`src/rtl/wb_ifetch.sv`:
```
// Wishbone classic-read instruction fetch engine with a small prefetch FIFO.
// Latency: request issued one cycle after a slot frees; the word is at the FIFO head the cycle after ack.
// Backpressure: insn_ready_i low fills the FIFO, after which new bus requests are held off.

// Generic synchronous FIFO with a flush that dominates both push and pop.
// Latency: a pushed word is at the head the cycle after the push.
// Backpressure: wr_vld is dropped when full; the producer must account for slots.
module sync_fifo #(
  parameter int WIDTH = 8,
  parameter int DEPTH = 2
) (
  input  logic                     clk_i,
  input  logic                     rst_i,
  input  logic                     flush,
  input  logic                     wr_vld,
  input  logic [WIDTH-1:0]         wr_dat,
  input  logic                     rd_rdy,
  output logic                     rd_vld,
  output logic [WIDTH-1:0]         rd_dat,
  output logic [$clog2(DEPTH):0]   cnt
);
  localparam int AW = $clog2(DEPTH);
  localparam int CW = AW + 1;

  logic [WIDTH-1:0] mem [DEPTH];
  logic [AW-1:0]    wr_ptr;
  logic [AW-1:0]    rd_ptr;
  logic             do_wr;
  logic             do_rd;

  assign rd_vld = (cnt != '0);
  assign rd_dat = mem[rd_ptr];
  assign do_wr  = wr_vld && !flush && (cnt != CW'(DEPTH));
  assign do_rd  = rd_rdy && rd_vld && !flush;

  always_ff @(posedge clk_i or negedge rst_i) begin
    if (!rst_i) begin
      wr_ptr <= '0;
      rd_ptr <= '0;
      cnt    <= '0;
    end else if (flush) begin
      wr_ptr <= '0;
      rd_ptr <= '0;
      cnt    <= '0;
    end else begin
      if (do_wr) wr_ptr <= wr_ptr + AW'(1);
      if (do_rd) rd_ptr <= rd_ptr + AW'(1);
      cnt <= cnt + CW'(do_wr) - CW'(do_rd);
    end
  end

  always_ff @(posedge clk_i) begin
    if (do_wr) mem[wr_ptr] <= wr_dat;
  end
endmodule

module wb_ifetch #(
  parameter int                  ADR_WIDTH  = 64,
  parameter int                  DAT_WIDTH  = 64,
  parameter logic [ADR_WIDTH-1:0] RESET_PC  = 64'h0000_8000_0000_0000,
  parameter int                  FIFO_DEPTH = 2
) (
  input  logic                   clk_i,
  input  logic                   rst_i,
  output logic                   fetch_cyc_o,
  output logic                   fetch_stb_o,
  output logic                   fetch_we_o,
  output logic [DAT_WIDTH/8-1:0] fetch_sel_o,
  output logic [ADR_WIDTH-1:0]   fetch_adr_o,
  output logic [DAT_WIDTH-1:0]   fetch_dat_o,
  input  logic [DAT_WIDTH-1:0]   fetch_dat_i,
  input  logic                   fetch_ack_i,
  input  logic                   fetch_err_i,
  output logic [DAT_WIDTH-1:0]   insn_o,
  output logic [ADR_WIDTH-1:0]   insn_pc_o,
  output logic                   insn_valid_o,
  input  logic                   insn_ready_i,
  input  logic                   redirect_i,
  input  logic [ADR_WIDTH-1:0]   redirect_pc_i,
  output logic                   fault_o,
  output logic [ADR_WIDTH-1:0]   fault_pc_o
);
  localparam int CW = $clog2(FIFO_DEPTH) + 1;

  typedef enum logic [1:0] {IDLE, REQ, GAP, FAULT} state_t;

  typedef struct packed {
    logic [ADR_WIDTH-1:0] pc;
    logic [DAT_WIDTH-1:0] dat;
  } insn_t;

  state_t               state, state_nxt;
  logic [ADR_WIDTH-1:0] pc;
  logic [ADR_WIDTH-1:0] adr;
  logic                 discard;
  logic                 fault;
  logic [ADR_WIDTH-1:0] fault_pc;
  logic [CW-1:0]        fifo_cnt;
  logic                 slot_free;
  logic                 bus_done;
  logic                 drop;
  logic                 push;
  logic                 fault_set;
  insn_t                wr_ent;
  insn_t                head;
  logic [2:0]           unused_pc_lsb;

  assign unused_pc_lsb = redirect_pc_i[2:0];

  // Nothing is ever in flight when a new request is considered, so the FIFO count alone decides.
  assign slot_free = (fifo_cnt < CW'(FIFO_DEPTH));
  assign bus_done  = (state == REQ) && (fetch_ack_i || fetch_err_i);
  // A redirect on the completing edge drops the result just like a pending discard.
  assign drop      = discard || redirect_i;
  assign push      = (state == REQ) && fetch_ack_i && !fetch_err_i && !drop;
  assign fault_set = (state == REQ) && fetch_err_i && !drop;

  always_comb begin
    state_nxt = state;
    case (state)
      IDLE:    if (slot_free && !fault) state_nxt = REQ;
      REQ: begin
        if (fetch_err_i)      state_nxt = drop ? GAP : FAULT;
        else if (fetch_ack_i) state_nxt = GAP;
      end
      GAP:     state_nxt = slot_free ? REQ : IDLE;
      FAULT:   state_nxt = FAULT;
      default: state_nxt = IDLE;
    endcase
    if (redirect_i && (state != REQ)) state_nxt = IDLE;
  end

  always_ff @(posedge clk_i or negedge rst_i) begin
    if (!rst_i) begin
      state    <= IDLE;
      pc       <= RESET_PC;
      adr      <= '0;
      discard  <= 1'b0;
      fault    <= 1'b0;
      fault_pc <= '0;
    end else begin
      state <= state_nxt;
      if ((state_nxt == REQ) && (state != REQ)) adr <= pc;

      if (redirect_i)  pc <= {redirect_pc_i[ADR_WIDTH-1:3], 3'b000};
      else if (push)   pc <= pc + ADR_WIDTH'(8);

      if (bus_done)                         discard <= 1'b0;
      else if (redirect_i && state == REQ)  discard <= 1'b1;

      if (redirect_i) begin
        fault <= 1'b0;
      end else if (fault_set) begin
        fault    <= 1'b1;
        fault_pc <= adr;
      end
    end
  end

  assign wr_ent.pc  = adr;
  assign wr_ent.dat = fetch_dat_i;

  sync_fifo #(.WIDTH($bits(insn_t)), .DEPTH(FIFO_DEPTH)) u_fifo (
    .clk_i  (clk_i),
    .rst_i  (rst_i),
    .flush  (redirect_i),
    .wr_vld (push),
    .wr_dat (wr_ent),
    .rd_rdy (insn_ready_i),
    .rd_vld (insn_valid_o),
    .rd_dat (head),
    .cnt    (fifo_cnt)
  );

  assign fetch_cyc_o = (state == REQ);
  assign fetch_stb_o = (state == REQ);
  assign fetch_we_o  = 1'b0;
  assign fetch_sel_o = '1;
  assign fetch_adr_o = adr;
  assign fetch_dat_o = '0;
  assign insn_o      = head.dat;
  assign insn_pc_o   = head.pc;
  assign fault_o     = fault;
  assign fault_pc_o  = fault_pc;
endmodule

```
`config.mk`:
```
export PLATFORM = sky130hd
export DESIGN_NAME = wb_ifetch
export DESIGN_NICKNAME = d
export VERILOG_FILES = /design/src/rtl/wb_ifetch.sv
export SDC_FILE = /design/constraint.sdc
export NUM_CORES = 1
export LEC_CHECK = 0
export ABC_AREA = 1
export BUFFER_PORTS_ARGS = -buffer_cell sky130_fd_sc_hd__buf_2
export CAP_MARGIN = 20
export CELL_PAD_IN_SITES_DETAIL_PLACEMENT = 0
export CELL_PAD_IN_SITES_GLOBAL_PLACEMENT = 2
export CORE_ASPECT_RATIO = 1.4
export CORE_MARGIN = 2
export CORE_UTILIZATION = 36
export CTS_CLUSTER_DIAMETER = 40
export DETAILED_ROUTE_END_ITERATION = 10
export PLACE_DENSITY = 0.88
export SYNTH_ARGS = -nofsm -noshare
export SYNTH_HDL_FRONTEND = slang
export SYNTH_SLANG_ARGS = --single-unit
```
`constraint.sdc`:
```
create_clock -name clk_i -period 14.9 [get_ports clk_i]
set_input_delay 1.49 -clock clk_i [delete_from_list [all_inputs] [get_ports clk_i]]
set_output_delay 1.49 -clock clk_i [all_outputs]
set_load 0.1 [all_outputs]
```
==> metrics.txt <==
# TYPE chip_impl_metric gauge
chip_impl_info{name="run_status",value="completed"} 1
chip_impl_metric{name="worst-path-max-fanout",unit=""} 71
chip_impl_metric{name="fin_crit",unit="ns"} 4.97
chip_impl_metric{name="clock_sink_count",unit=""} 441
chip_impl_metric{name="via_count_of_the_first_global_routing_pass",unit=""} 14000
chip_impl_metric{name="initial_core_util",unit=""} 0.363
chip_impl_info{name="cts_tree",value="yes"} 1
chip_impl_metric{name="hold_viol_final",unit=""} 0
chip_impl_metric{name="clk-insertion-delay-late",unit="ns"} 0.59
chip_impl_metric{name="drc",unit=""} 0
chip_impl_metric{name="fp.dieArea",unit="sq um"} 55200
chip_impl_info{name="min_path_type",value="reg -> reg"} 1
chip_impl_info{name="synth_commonest_cells",value="sky130_fd_sc_hd__nand2_1, sky130_fd_sc_hd__edfxtp_1, sky130_fd_sc_hd__dfrtp_1"} 1
chip_impl_metric{name="nNetsFinal",unit=""} 2423
chip_impl_metric{name="yosys.area_share.simple",unit=""} 0.190
chip_impl_info{name="critPathKind",value="in -> reg"} 1
chip_impl_metric{name="synthXorXnorAreaFrac",unit=""} 0.0100
chip_impl_metric{name="fillers",unit=""} 5182
chip_impl_metric{name="synth_top_area_frac",unit=""} 0.391
chip_impl_info{name="cell_type_with_the_highest_aggregate_area_in_the_netlist",value="sky130_fd_sc_hd__edfxtp_1"} 1
chip_impl_metric{name="cts_max_path_buffers",unit=""} 3
chip_impl_metric{name="dpl.hpwl",unit="mm"} 39.5
chip_impl_metric{name="post_synth_inst_count",unit=""} 1905
chip_impl_metric{name="cp_data_required_time",unit="ns"} 15.11
chip_impl_metric{name="setup-violations-final",unit=""} 0
chip_impl_metric{name="yosysWarnings",unit=""} 0
chip_impl_metric{name="fmax",unit="MHz"} 201
chip_impl_metric{name="dieWidth",unit="um"} 199
chip_impl_metric{name="numCtsBuffers",unit=""} 54
chip_impl_metric{name="grt_antenna_before_repair",unit=""} 14
chip_impl_metric{name="yosys.area_share.adder",unit=""} 0.00195
chip_impl_metric{name="die_y",unit="um"} 277
chip_impl_info{name="cts_root_buffer",value="sky130_fd_sc_hd__clkbuf_16"} 1
chip_impl_metric{name="slew_headroom",unit=""} 0.279
chip_impl_metric{name="area_growth",unit="%"} 22.1
chip_impl_metric{name="globalRoute.totalOverflow",unit=""} 0
chip_impl_info{name="critPathCaptureType",value="flop"} 1
chip_impl_metric{name="synth_cell_type_count",unit=""} 33
chip_impl_metric{name="total_of_flip_flops_plus_latches_after_synthesis",unit=""} 441
chip_impl_info{name="hold_path.startpoint",value="fault_pc_o[13]$_DFFE_PN0P_"} 1
chip_impl_metric{name="io-pin-count",unit=""} 467
chip_impl_metric{name="portBuffers",unit=""} 381
chip_impl_metric{name="grt_first_pass_wirelength",unit="mm"} 82.8
chip_impl_metric{name="clock_tree.htree_level_count",unit=""} 2
chip_impl_metric{name="finalHoldWorstSlack",unit="ns"} 0.487
chip_impl_info{name="startpoint",value="redirect_i"} 1
chip_impl_metric{name="fin_setup_tns",unit="ns"} 0
chip_impl_metric{name="post_synth_edffs",unit=""} 250
chip_impl_info{name="synth.most_common_cell",value="sky130_fd_sc_hd__nand2_1"} 1
chip_impl_metric{name="timing_max_transition_violations_final",unit=""} 0
chip_impl_metric{name="power.ir.vdd_worst",unit="uV"} 261
chip_impl_metric{name="overall_track_demand_over_capacity_in_global_routing",unit=""} 0.200
chip_impl_metric{name="share_of_cells_above_drive_strength_1",unit=""} 0.242
chip_impl_info{name="combinational_family_with_the_most_area_after_synthesis",value="simple AND/OR/NAND/NOR gates"} 1
chip_impl_metric{name="synth_compound_area_frac",unit=""} 0.0482
chip_impl_metric{name="leakagePower",unit="nW"} 10.7
chip_impl_metric{name="first_iter_violations",unit=""} 588
chip_impl_metric{name="postCtsHoldBufs",unit=""} 0
chip_impl_metric{name="cellPowerDensity",unit="nW/um^2"} 230
chip_impl_metric{name="detail_route.wl_per_cell",unit="um"} 18.2
chip_impl_metric{name="timing.max_cap.violations",unit=""} 0
chip_impl_metric{name="async_reset_ff_frac",unit=""} 0.433
chip_impl_metric{name="post_dp_cell_area",unit="sq um"} 21500
chip_impl_info{name="critPathLaunchType",value="input pin"} 1
chip_impl_metric{name="dr_total_vias",unit=""} 14000
chip_impl_metric{name="core_rows",unit=""} 100
chip_impl_metric{name="netlist_area",unit="sq um"} 19200
chip_impl_metric{name="postRouteWirelength",unit="mm"} 55.5
chip_impl_metric{name="arrival",unit="ns"} 5.18
chip_impl_info{name="reg2reg_from",value="discard$_DFFE_PN0P_"} 1
chip_impl_metric{name="design_area",unit="sq um"} 23500
chip_impl_info{name="most_used_flip_flop_cell_after_synthesis",value="sky130_fd_sc_hd__edfxtp_1"} 1
chip_impl_metric{name="design.core.area",unit="sq um"} 52900
chip_impl_metric{name="post_syn_area_per_cell",unit="sq um"} 10.1
chip_impl_metric{name="finalWeightedCongestion",unit=""} 0.913
chip_impl_info{name="synth.area.top_cells",value="sky130_fd_sc_hd__edfxtp_1, sky130_fd_sc_hd__dfrtp_1, sky130_fd_sc_hd__nand2_1, sky130_fd_sc_hd__buf_4, sky130_fd_sc_hd__mux2_2"} 1
chip_impl_metric{name="clock-skew-final",unit="ns"} 0.0153
chip_impl_metric{name="layout_worst_path_cycle_share",unit=""} 0.334
chip_impl_metric{name="cts_repair_resize_count",unit=""} 0
chip_impl_metric{name="muxShareOfSynthArea",unit=""} 0.0340
chip_impl_metric{name="drt.antenna.violating_nets",unit=""} 0
chip_impl_metric{name="synth-seq-area-share",unit=""} 0.640
chip_impl_metric{name="post-cts-setup-buffer-count",unit=""} 0
chip_impl_metric{name="grt_start_max_net_pins",unit=""} 81
chip_impl_metric{name="drt_first_pass_iters",unit=""} 6
chip_impl_metric{name="clkTransAtPathRegs",unit="ns"} 0.06
chip_impl_metric{name="worst_pin_slew",unit="ns"} 1.08
chip_impl_info{name="unrepaired_setup_endpoints_after_global_routing",value="no"} 1
chip_impl_metric{name="drt-vias-per-instance",unit=""} 4.58
## flip-flops by register name, indices dropped and copies added, names as in the netlist
signal and count:
discard 1, fault_o 1, fault_pc_o 61, fetch_adr_o 61
pc 61, state 2, u_fifo.cnt 2, u_fifo.mem 250
u_fifo.rd_ptr 1, u_fifo.wr_ptr 1
## area by class of cell
cell class	instances	area [sq um]	share of cell area
multi-input cells	1262	5800	0.247
clock inverters	33	405	0.0173
well taps	714	893	0.0381
repair buffers	393	2010	0.0856
flip-flops and latches	441	12300	0.524
diodes	13	32.5	0.00139
clock buffers	68	1520	0.0648
inverters	134	505	0.0216
## cells in the final DEF, fill, tap and decap left out, types with 6 or more instances in the layout
master and instances:
sky130_fd_sc_hd__nand2_1 717, sky130_fd_sc_hd__buf_2 380, sky130_fd_sc_hd__edfxtp_1 250, sky130_fd_sc_hd__dfrtp_1 189, sky130_fd_sc_hd__inv_1 132, sky130_fd_sc_hd__nor2_1 125, sky130_fd_sc_hd__o21ai_0 99, sky130_fd_sc_hd__conb_1 82
sky130_fd_sc_hd__nand3_1 61, sky130_fd_sc_hd__clkbuf_16 59, sky130_fd_sc_hd__mux2_2 58, sky130_fd_sc_hd__o21ai_1 31, sky130_fd_sc_hd__xor2_1 20, sky130_fd_sc_hd__o21bai_1 15, sky130_fd_sc_hd__diode_2 13, sky130_fd_sc_hd__buf_4 12
sky130_fd_sc_hd__clkbuf_1 8, sky130_fd_sc_hd__o211ai_1 7, sky130_fd_sc_hd__o221ai_1 7, sky130_fd_sc_hd__nor2_2 6, sky130_fd_sc_hd__nor2_4 6, sky130_fd_sc_hd__nand4_1 6
## power breakdown
part	internal, mW	switching (mW)
Sequential	1.55	0.206
Clock	0.827	0.546
Combinational	0.314	1.95
Total	2.69	2.70
## through the flow
stage / utilization / total power, mW / worst slack (ns) / std cells
final: 0.443 / 5.39 / 9.93 / 3058
after detailed placement: 0.406 / 4.06 / 9.27 / 2944
after CTS: 0.443 / 5.45 / 9.88 / 3045
after global placement: 0.406 / 4.03 / 9.34 / 2944
after global routing: 0.443 / 5.60 / 9.63 / 3056
after floorplan: - / 3.65 / 7.00 / 1985
## cell families after synthesis
logic type               after synthesis
AND/OR/NAND/NOR                      930
flip-flops                           441
buffers and inverters                282
AO/OA/AOI/OAI                        167
multiplexers                          58
XOR/XNOR                              22
adder cells (fa/ha/maj)                3
other                                  2
## path summary, 6_finish.rpt
check                                              end  slack, ns  depth (start not counted)
max                        u_fifo.mem[0][83]$_DFFE_PP_       9.93                         10
min reg2reg                 fault_pc_o[13]$_DFFE_PN0P_       0.49                          2
max reg2reg                u_fifo.mem[0][83]$_DFFE_PP_      10.95                          8
max in group asynchronous    u_fifo.rd_ptr$_DFFE_PN0P_      12.61                          2
min                         fault_pc_o[13]$_DFFE_PN0P_       0.49                          2
min in group asynchronous   fault_pc_o[20]$_DFFE_PN0P_       0.84                          1
## critical path, cell delays in order
cell and delay [ns]:
sky130_fd_sc_hd__buf_2 0.10, sky130_fd_sc_hd__buf_4 0.33, sky130_fd_sc_hd__nor2_2 0.32, sky130_fd_sc_hd__nand3_1 0.13
sky130_fd_sc_hd__nor2_2 0.09, sky130_fd_sc_hd__buf_4 0.46, sky130_fd_sc_hd__o21ai_0 0.41, sky130_fd_sc_hd__nor2_4 0.16
sky130_fd_sc_hd__buf_4 0.65, sky130_fd_sc_hd__buf_4 0.88
## layer usage
layer | global-route usage | up-vias | share of wire
met2 | 0.366 | 410 | 0.53
met1 | 0.223 | 6667 | 0.38
met3 | 0.0329 | 107 | 0.049
met5 | 0 | - | 0.00047
met4 | 0.0953 | 4 | 0.040
li1 | - | 6822 | -
Power figures use the tool's default switching activity.
